**config.mk**
```make
export PLATFORM = sky130hd
export DESIGN_NAME = memory_copier
export DESIGN_NICKNAME = d
export VERILOG_FILES = /design/src/rtl/memory_copier.sv
export SDC_FILE = /design/constraint.sdc
export NUM_CORES = 1
export LEC_CHECK = 0
export ABC_CLOCK_PERIOD_IN_PS = 3700
export BUFFER_PORTS_ARGS = -buffer_cell sky130_fd_sc_hd__buf_2
export CORE_AREA = 2 2 82 84
export CTS_BUF_LIST = sky130_fd_sc_hd__clkbuf_16
export DETAILED_ROUTE_END_ITERATION = 7
export DIE_AREA = 0 0 84 86
export PLACE_DENSITY = 0.8
export SLEW_MARGIN = 20
export SYNTH_ARGS = -nofsm -noshare
export SYNTH_HDL_FRONTEND = slang
export SYNTH_SLANG_ARGS = --single-unit
export TNS_END_PERCENT = 50
```
**constraint.sdc**
```tcl
create_clock -name clock -period 3.7 [get_ports clock]
set_input_delay 0.555 -clock clock [delete_from_list [all_inputs] [get_ports clock]]
set_output_delay 0.555 -clock clock [all_outputs]
set_load 0.05 [all_outputs]
```
**src/rtl/memory_copier.sv**
```systemverilog
// memory_copier: command-driven block copier for the register-file memory.
// Copies cmd_length cells from cmd_source to cmd_destination, one cell per clock,
// with memmove semantics for overlapping ranges and addresses wrapping modulo
// 2^ADDRESS_WIDTH.
//
// Optional feature macro: MEMORY_COPIER_FILL_EN adds cmd_fill / cmd_fill_value,
// turning a command into an ascending fill of the destination range.
//
// Ports:
//   clock, reset                 rising-edge clock, asynchronous active-high reset
//   cmd_valid / cmd_ready        command handshake (ready only when idle)
//   cmd_source, cmd_destination  first source / destination address
//   cmd_length                   cell count 0..2^ADDRESS_WIDTH (larger values saturate)
//   busy                         high while cells are being written
//   done                         one-cycle pulse at the end of each command
//   mem_read_address/_data       memory read port (read data is combinational)
//   mem_write_address/_data/_enable  memory write port
module memory_copier #(
   parameter int ADDRESS_WIDTH = 8,
   parameter int DATA_WIDTH    = 8
) (
   input  logic                     clock,
   input  logic                     reset,
   input  logic                     cmd_valid,
   output logic                     cmd_ready,
   input  logic [ADDRESS_WIDTH-1:0] cmd_source,
   input  logic [ADDRESS_WIDTH-1:0] cmd_destination,
   input  logic [ADDRESS_WIDTH:0]   cmd_length,
`ifdef MEMORY_COPIER_FILL_EN
   input  logic                     cmd_fill,
   input  logic [DATA_WIDTH-1:0]    cmd_fill_value,
`endif
   output logic                     busy,
   output logic                     done,
   output logic [ADDRESS_WIDTH-1:0] mem_read_address,
   input  logic [DATA_WIDTH-1:0]    mem_read_data,
   output logic [ADDRESS_WIDTH-1:0] mem_write_address,
   output logic [DATA_WIDTH-1:0]    mem_write_data,
   output logic                     mem_write_enable
);

   localparam logic [1:0] ST_IDLE = 2'd0;
   localparam logic [1:0] ST_COPY = 2'd1;
   localparam logic [1:0] ST_DONE = 2'd2;

   localparam logic [ADDRESS_WIDTH:0] MAX_LENGTH = {1'b1, {ADDRESS_WIDTH{1'b0}}};
   localparam logic [ADDRESS_WIDTH:0] COUNT_ONE  = {{ADDRESS_WIDTH{1'b0}}, 1'b1};
   localparam logic [ADDRESS_WIDTH-1:0] ADDR_ONE = {{(ADDRESS_WIDTH-1){1'b0}}, 1'b1};

   logic [1:0]               state_q, state_d;
   logic [ADDRESS_WIDTH-1:0] src_q, src_d;
   logic [ADDRESS_WIDTH-1:0] dst_q, dst_d;
   logic [ADDRESS_WIDTH:0]   count_q, count_d;
   logic                     descending_q, descending_d;

   // Decode of the offered command, only used at the accept edge.
   logic [ADDRESS_WIDTH:0]   length_sat;
   logic [ADDRESS_WIDTH-1:0] delta;
   logic [ADDRESS_WIDTH-1:0] length_minus_one;
   logic                     cmd_descending;
   logic                     accept;
   logic                     fill_cmd;
   logic                     fill_active;

`ifdef MEMORY_COPIER_FILL_EN
   logic                  fill_q, fill_d;
   logic [DATA_WIDTH-1:0] fill_value_q, fill_value_d;

   assign fill_cmd    = cmd_fill;
   assign fill_active = fill_q;

   always_comb begin
      fill_d       = fill_q;
      fill_value_d = fill_value_q;
      if (accept) begin
         fill_d       = cmd_fill;
         fill_value_d = cmd_fill_value;
      end
   end

   always_ff @(posedge clock or posedge reset) begin
      if (reset) begin
         fill_q       <= 1'b0;
         fill_value_q <= '0;
      end else begin
         fill_q       <= fill_d;
         fill_value_q <= fill_value_d;
      end
   end
`else
   assign fill_cmd    = 1'b0;
   assign fill_active = 1'b0;
`endif

   assign accept = cmd_valid && (state_q == ST_IDLE);

   always_comb begin
      length_sat       = (cmd_length > MAX_LENGTH) ? MAX_LENGTH : cmd_length;
      delta            = cmd_destination - cmd_source;
      // Low bits of a saturated full-range length are zero, so minus one wraps
      // to the last cell, which is exactly the offset wanted.
      length_minus_one = length_sat[ADDRESS_WIDTH-1:0] - ADDR_ONE;
      // Destination starts inside the source range: copy from the top down so
      // source cells are read before they are overwritten.
      cmd_descending   = (delta != '0) && ({1'b0, delta} < length_sat) && !fill_cmd;
   end

   always_comb begin
      state_d      = state_q;
      src_d        = src_q;
      dst_d        = dst_q;
      count_d      = count_q;
      descending_d = descending_q;
      unique case (state_q)
         ST_IDLE: begin
            if (accept) begin
               if (length_sat == '0) begin
                  state_d = ST_DONE;
               end else begin
                  state_d      = ST_COPY;
                  count_d      = length_sat;
                  descending_d = cmd_descending;
                  if (cmd_descending) begin
                     src_d = cmd_source + length_minus_one;
                     dst_d = cmd_destination + length_minus_one;
                  end else begin
                     dst_d = cmd_destination;
                     // A fill leaves the read address where it was.
                     if (!fill_cmd) begin
                        src_d = cmd_source;
                     end
                  end
               end
            end
         end
         ST_COPY: begin
            count_d = count_q - COUNT_ONE;
            if (descending_q) begin
               src_d = src_q - ADDR_ONE;
               dst_d = dst_q - ADDR_ONE;
            end else begin
               dst_d = dst_q + ADDR_ONE;
               if (!fill_active) begin
                  src_d = src_q + ADDR_ONE;
               end
            end
            if (count_q == COUNT_ONE) begin
               state_d = ST_DONE;
            end
         end
         ST_DONE: begin
            state_d = ST_IDLE;
         end
         default: begin
            state_d = ST_IDLE;
         end
      endcase
   end

   always_ff @(posedge clock or posedge reset) begin
      if (reset) begin
         state_q      <= ST_IDLE;
         src_q        <= '0;
         dst_q        <= '0;
         count_q      <= '0;
         descending_q <= 1'b0;
      end else begin
         state_q      <= state_d;
         src_q        <= src_d;
         dst_q        <= dst_d;
         count_q      <= count_d;
         descending_q <= descending_d;
      end
   end

   // Write enable is decoded from state so an asynchronous reset drops it at once.
   always_comb begin
      cmd_ready         = (state_q == ST_IDLE);
      busy              = (state_q == ST_COPY);
      done              = (state_q == ST_DONE);
      mem_write_enable  = (state_q == ST_COPY);
      mem_read_address  = src_q;
      mem_write_address = dst_q;
      mem_write_data    = mem_read_data;
`ifdef MEMORY_COPIER_FILL_EN
      if (fill_q) begin
         mem_write_data = fill_value_q;
      end
`endif
   end

endmodule
```
==> metrics.csv, run 1 <==
stage,metric,value,unit
critical_path,Reg2Reg Setup Slack,1.18,ns
critical_path,Slowest cell on crit path,ha_1,
layout,area grow syn2layout,12.4,%
synth,syn nets,514,
pwr,Sequential Power Share,0.184,
clock_network,"CTS clk-pin slew, worst paths",0.07,ns
critical_path,Crit Path Max Fanout,9,
route,drt via density,6.29,
synth,"Avg Cell Area, Syn",8.35,um2
clock_network,CTS tree,built,
clock_network,Root Driver,clkbuf_16,
synth,"FF+latch count, synth",28,
grt,met2 global-route usage,0.452,
layout,share of post-route cells with drive strength above 1,0.178,
clock_network,clk sink count,28,
clock_network,H-tree depth,1,
place,Post-DP Area,0.00389,mm2
die,Top Ports,64,
critical_path,CP Class,input port to flop,
die,Initial Utilization,0.568,
timing,final setup fails,0,
route,Wirelength per Cell,16.6,um
synth,Most used DFF post-synth,dfrtp_1,
flow_run,maximum capacitance violations,0,
synth,Post-Syn Area,0.00356,mm2
critical_path,top cell family by delay on the critical path,compound AO/OA/AOI/OAI gates,
synth,unique cell type count in the Yosys netlist,58,
critical_path,CP Capture Type,flop,
layout,Layout Nets,561,
clock_network,"Setup Fix Bufs, Post-CTS",0,
place,IO Port Bufs,47,
pwr,Lkg Pwr,1.86,nW
clock_network,Max Buffers Root-to-Sink,2,
critical_path,Reg2Reg Depth,7,
critical_path,CP peak stage delay,0.37,ns
grt,GR Overflow Total,0,
timing,clk_skew,0.00513,ns
critical_path,Crit path required time,3.82,ns
die,core area,0.00628,mm2
clock_network,Worst-Skew Late Latency,0.27,ns
critical_path,Reg-to-Reg Start,descending_q$_DFFE_PP0P_,
critical_path,worst r2r dst,mem_read_address[6]$_DFFE_PP0P_,
die,row count,29,
grt,initial antenna violation count,0,
layout,"commonest non-fill, non-tap cell in the layout",buf_2,
grt,vias in the first global route,3293,
route,drt pass-1 iters,4,
pwr,Net Sw Frac,0.523,
synth,Yosys warning count,0,
die,die height,86,um
timing,Final Slew Violations,0,
critical_path,Bufs and invs on worst path,3,
layout,fillers,538,
route,Routed Antenna Nets,0,
pwr,combinational group share of total power,0.722,
clock_network,Post-CTS Resized,0,
pwr,Total Power,3.43,mW
synth,post-synthesis sequential area ratio,0.197,
place,Final HPWL DP,7280,um
layout,# diodes,0,
run_status,status,"complete, no violations",
clock_network,Inserted Clock Buffers,3,
route,DRC,0,
timing,Fin. Hold Viols,0,
layout,"commonest non-fill, non-tap cells in the layout","buf_2 (47), ha_1 (46), nand2_1 (40), o21ai_0 (32), dfrtp_1 (28)",
timing,Fmax achieved,0.291,GHz
worst_hold_path,HP Class,input port to async pin,
layout,post-layout util,0.638,
critical_path,CP arrival,3.56,ns
pwr,Power Dens Cells,858,mW/mm2
critical_path,crit path launch type,input port,
place,gp weighted congestion,0.850,
critical_path,CP Cell Sequence,"buf_2, inv_1, ha_1, a21o_1, a21oi_1, o211ai_1, or3_1, ha_1, a21oi_1, o21ai_0, a22oi_1, o21a_1, buf_12, mux2i_1, o221ai_1",
pwr,clock power share,0.094,
grt,GRT Util Overall,0.254,
pwr,Pint,1.64,mW
grt,global-route met3 utilization,0.0192,
clock_network,Hold Buf Count CTS,0,
die,Die W,84,um
die,die area,0.00722,mm2
route,via total after detailed routing,3461,
route,detailed-route wire length,9140,um
timing,setup TNS,0,ns
synth,Post-Syn Instances,427,
synth,number of synthesized flops with an enable pin,0,
route,Initial DRC Count,242,
timing,max_slew headroom,0.587,
pwr,switching power,1.79,mW
grt,first-pass GRT wire length,15000,um
timing,Tmin final,3.44,ns
grt,GR peak layer,met2,
timing,Worst Tran Pin Value,0.613,ns
timing,fin crit share,0.929,
timing,RSZ-0062 raised after global routing,no,
grt,met1 Use GR,0.325,
pwr,VDD IR max,701,uV
layout,post-route cell area,0.00400,mm2
synth,"FFs w/ async S/R, synth",1.00,
grt,pin count of the biggest net entering global routing,31,
[flip-flops by register name, indices dropped and copies added, names as in the netlist]
signal and cells:
mem_read_address 8, state_q 2, count_q 9, descending_q 1, mem_write_address 8
[layout make-up]
type / instances / area (um2) / share of cell area
clock buffers: 3 / 75.1 / 0.0188
clock inverters: 1 / 30.0 / 0.00750
repair buffers: 68 / 405 / 0.101
inverters: 25 / 93.8 / 0.0234
well taps: 77 / 96.3 / 0.0241
multi-input cells: 348 / 2600 / 0.650
flip-flops and latches: 28 / 701 / 0.175
[stage by stage]
stage,hold slack [ns],instances,worst slack [ns]
finish,0.345,550,0.263
CTS,0.506,550,0.180
floorplan,0.464,427,0.0490
detailed placement,0.486,546,-0.0428
global placement,0.484,546,0.0353
global route,0.396,550,0.0172
[per-layer routing]
| layer | routed length [um] | part of all wire | up-vias |
|---|---|---|---|
| li1 | - | - | 1674 |
| met1 | 4010 | 0.44 | 1667 |
| met2 | 4470 | 0.49 | 103 |
| met3 | 437 | 0.048 | 17 |
| met4 | 226 | 0.025 | 0 |
| met5 | 0 | 0 | - |
[cells by family (layout without fill, tap and decap cells)]
kind of cell               after synthesis  count (layout)  synth area share
AOI/OAI and AO/OA                      144             144             0.282
xor gates and xnor gates                31              31            0.0762
adders and majority gates               51              51             0.190
buffers and inverters                   51              97            0.0744
DFF                                     28              28             0.197
muxes                                    9               9            0.0256
and+or+nand+nor                        113             113             0.155
[worst max path at each step]
stage | start | to | slack, ns | cells after the start
5_1_grt | cmd_source[4] | mem_write_address[4]$_DFFE_PP0P_ | 0.02 | 15
3_3_place_gp | cmd_source[1] | mem_read_address[4]$_DFFE_PP0P_ | 0.04 | 15
4_1_cts | cmd_source[1] | mem_write_address[4]$_DFFE_PP0P_ | 0.18 | 15
3_5_place_dp | cmd_source[1] | mem_read_address[4]$_DFFE_PP0P_ | -0.04 | 15
2_1_floorplan | cmd_source[1] | mem_read_address[0]$_DFFE_PP0P_ | 0.05 | 16
6_report | cmd_source[4] | mem_write_address[4]$_DFFE_PP0P_ | 0.26 | 15
[Yosys cell counts (all sizes together) (6+ instances only)]
cell,instances,area [um2]
ha,46,576
nand2,40,150
o21ai,34,170
dfrtp,28,701
nor2,26,97.6
inv,24,90.1
a21oi,22,110
buf,18,138
xor2,16,140
xnor2,15,131
a211oi,9,72.6
o211ai,9,67.6
o221ai,9,91.3
a21o,8,60.1
clkbuf,8,33.8
mux2i,8,80.1
nor3,8,40.0
a22o,6,52.6
o21a,6,46.3
or3,6,37.5
[worst reg2reg max path, delay by kind of cell, from the launching register on]
family                     cells  cell delay (ns)
and+or+nand+nor                1             0.14
DFF                            1             0.74
AOI/OAI and AO/OA              5             1.13
adders and majority gates      1             0.39
[power by group through the flow]
stage	combinational [mW]	clock (mW)	sequential (mW)
floorplan	1.66	0	0.916
global placement	2.37	0	0.625
detailed placement	2.44	0	0.635
CTS	2.47	0.322	0.630
global route	2.72	0.338	0.654
finish	2.48	0.322	0.632
No activity file was read; power rests on OpenSTA's default activity.
==> run 2: changes to the inputs <==
--- a/config.mk
+++ b/config.mk
@@ -7,11 +7,11 @@
 export LEC_CHECK = 0
 export ABC_CLOCK_PERIOD_IN_PS = 3700
 export BUFFER_PORTS_ARGS = -buffer_cell sky130_fd_sc_hd__buf_2
-export CORE_AREA = 2 2 82 84
-export CTS_BUF_LIST = sky130_fd_sc_hd__clkbuf_16
+export CORE_AREA = 2 2 94 73
+export CTS_BUF_LIST = sky130_fd_sc_hd__clkbuf_4
 export DETAILED_ROUTE_END_ITERATION = 7
-export DIE_AREA = 0 0 84 86
-export PLACE_DENSITY = 0.8
+export DIE_AREA = 0 0 96 75
+export PLACE_DENSITY = 0.81
 export SLEW_MARGIN = 20
 export SYNTH_ARGS = -nofsm -noshare
 export SYNTH_HDL_FRONTEND = slang
==> metrics.csv, run 2 (same netlist as run 1, synthesis figures left out) <==
stage,metric,value,unit,change
pwr,Lkg Pwr,1.78,nW,-3.9%
critical_path,worst r2r dst,mem_read_address[6]$_DFFE_PP0P_,,
layout,"commonest non-fill, non-tap cell in the layout",buf_2,,
place,IO Port Bufs,47,,unchanged
critical_path,Crit path required time,3.92,ns,+0.10 ns
grt,initial antenna violation count,0,,unchanged
layout,share of post-route cells with drive strength above 1,0.164,,-0.0138
run_status,status,"complete, no violations",,
timing,clk_skew,0.0133,ns,+0.00821 ns
layout,filler-free cell count of the finished design,545,,-0.91%
critical_path,Reg-to-Reg Start,descending_q$_DFFE_PP0P_,,
clock_network,Root Driver,clkbuf_4,,
timing,Final Slew Violations,0,,unchanged
pwr,Power Dens Cells,849,mW/mm2,-1.1%
route,detailed-route wire length,9570,um,+4.8%
layout,post-layout util,0.624,,-0.0137
die,die area,0.00720,mm2,-0.33%
critical_path,CP Class,input port to flop,,
layout,Layout Nets,552,,-1.6%
clock_network,CTS tree,built,,
place,Final HPWL DP,7610,um,+4.5%
grt,GRT Util Overall,0.278,,+0.0239
timing,max_slew headroom,0.503,,-0.0836
clock_network,H-tree depth,1,,unchanged
clock_network,"Setup Fix Bufs, Post-CTS",0,,unchanged
die,Top Ports,64,,unchanged
grt,met1 Use GR,0.380,,+0.0546
clock_network,"CTS clk-pin slew, worst paths",0.16,ns,+0.09 ns
route,drt pass-1 iters,5,,+1
timing,RSZ-0062 raised after global routing,no,,
critical_path,CP arrival,3.70,ns,+0.14 ns
timing,Fin. Hold Viols,0,,unchanged
critical_path,CP Capture Type,flop,,
grt,pin count of the biggest net entering global routing,30,,-3.2%
timing,fin crit share,0.939,,+0.00980
die,row count,25,,-14%
clock_network,Max Buffers Root-to-Sink,2,,unchanged
clock_network,Inserted Clock Buffers,3,,unchanged
timing,fin worst setup slack,0.226,ns,-0.0363 ns
timing,final hold slack,0.246,ns,-0.0991 ns
die,Die W,96,um,+14%
grt,vias in the first global route,3234,,-1.8%
critical_path,Reg2Reg Depth,7,,unchanged
critical_path,Reg2Reg Setup Slack,1.22,ns,+0.04 ns
timing,final setup fails,0,,unchanged
place,Placed Instances,540,,-1.1%
critical_path,Crit Path Max Fanout,7,,-2
timing,Worst Tran Pin Value,0.741,ns,+0.127 ns
critical_path,crit path launch type,input port,,
layout,"Most flops, register",count_q,,
grt,GR Overflow Total,0,,unchanged
place,pre-CTS WS,-0.0571,ns,-0.0144 ns
pwr,Total Power,3.30,mW,-4.0%
layout,"commonest non-fill, non-tap cells in the layout","buf_2 (47), ha_1 (46), nand2_1 (40), o21ai_0 (32), dfrtp_1 (28)",,
timing,Tmin final,3.47,ns,+0.0363 ns
die,Initial Utilization,0.572,,+0.00479
worst_hold_path,HP Class,input port to async pin,,
die,die height,75,um,-13%
critical_path,CP endpoint,mem_read_address[0]$_DFFE_PP0P_,,
route,Wirelength per Cell,17.6,um,+5.7%
grt,met2 global-route usage,0.465,,+0.0136
route,Routed Antenna Nets,0,,unchanged
route,drt via density,6.34,,+0.74%
flow_run,maximum capacitance violations,0,,unchanged
layout,# diodes,0,,unchanged
grt,GR peak layer,met2,,
die,core area,0.00622,mm2,-0.84%
layout,area grow syn2layout,9.02,%,
route,DRC,0,,unchanged
grt,global-route met3 utilization,0.0561,,+0.0368
clock_network,Worst-Skew Late Latency,0.34,ns,+0.07 ns
grt,first-pass GRT wire length,15500,um,+3.6%
route,via total after detailed routing,3455,,-0.17%
place,gp weighted congestion,0.898,,+5.7%
critical_path,CP startpoint,cmd_source[1],,
timing,Fmax achieved,0.288,GHz,-1.0%
route,Initial DRC Count,281,,+16%
pwr,VDD IR max,1020,uV,+46%
layout,max reg flops,9,,unchanged
clock_network,clk sink count,28,,unchanged
## run 2: cell types whose count changed in the layout (fill, tap and decap cells not counted), sizes merged
cell,change
clkdlybuf4s15,+1
buf,-10
## run 2: layout make-up
cell class | count | area (um2)
multi-input combinational | 348 | 2610
fill | 556 | 2340
sequential | 28 | 701
timing repair buffer | 59 | 329
tap | 81 | 101
inverter | 25 | 93.8
clock inverter | 1 | 30.0
clock buffer | 3 | 22.5
## run 2: repair_timing
item,CTS,global route
hold buffers,0,0
resized for setup,0,2
endpoints found under the setup margin,0,1
## run 2: how the worst min path moves through the flow
stage,to,depth (start not counted)
after floorplan,count_q[6]$_DFFE_PP0P_,1
after global placement,count_q[6]$_DFFE_PP0P_,1
after detailed placement,count_q[6]$_DFFE_PP0P_,1
after CTS,count_q[6]$_DFFE_PP0P_,2
after global routing,count_q[6]$_DFFE_PP0P_,2
final,count_q[6]$_DFFE_PP0P_,2
## run 2: worst max-delay path, stage by stage
cell and delay (ns):
buf_2 0.13, inv_1 0.10, ha_1 0.31, nor2b_1 0.26, o31ai_2 0.11, o211a_1 0.23
or3_1 0.38, ha_1 0.31, nand2_1 0.06, nor4_1 0.31, a22oi_2 0.13, clkdlybuf4s15_2 0.29
o211a_1 0.13, o32ai_1 0.27, o211ai_1 0.13
## run 2: report_power, final
| part | internal, mW | switching (mW) |
|---|---|---|
| clock network | 0.110 | 0.0972 |
| registers | 0.468 | 0.172 |
| logic | 0.925 | 1.53 |
| total | 1.50 | 1.79 |
## run 2: routing by layer
metal / up-vias / wire [um]
met5: - / 0
met2: 131 / 4360
met1: 1655 / 4420
met3: 8 / 700
met4: 0 / 93
li1: 1661 / -
## run 2: stage by stage
stage          area, um2  setup TNS (ns)
3_5_place_dp        3810         -0.0707
6_report            3880               0
5_1_grt             3880               0
2_1_floorplan       3560               0
4_1_cts             3860               0
3_3_place_gp        3810               0
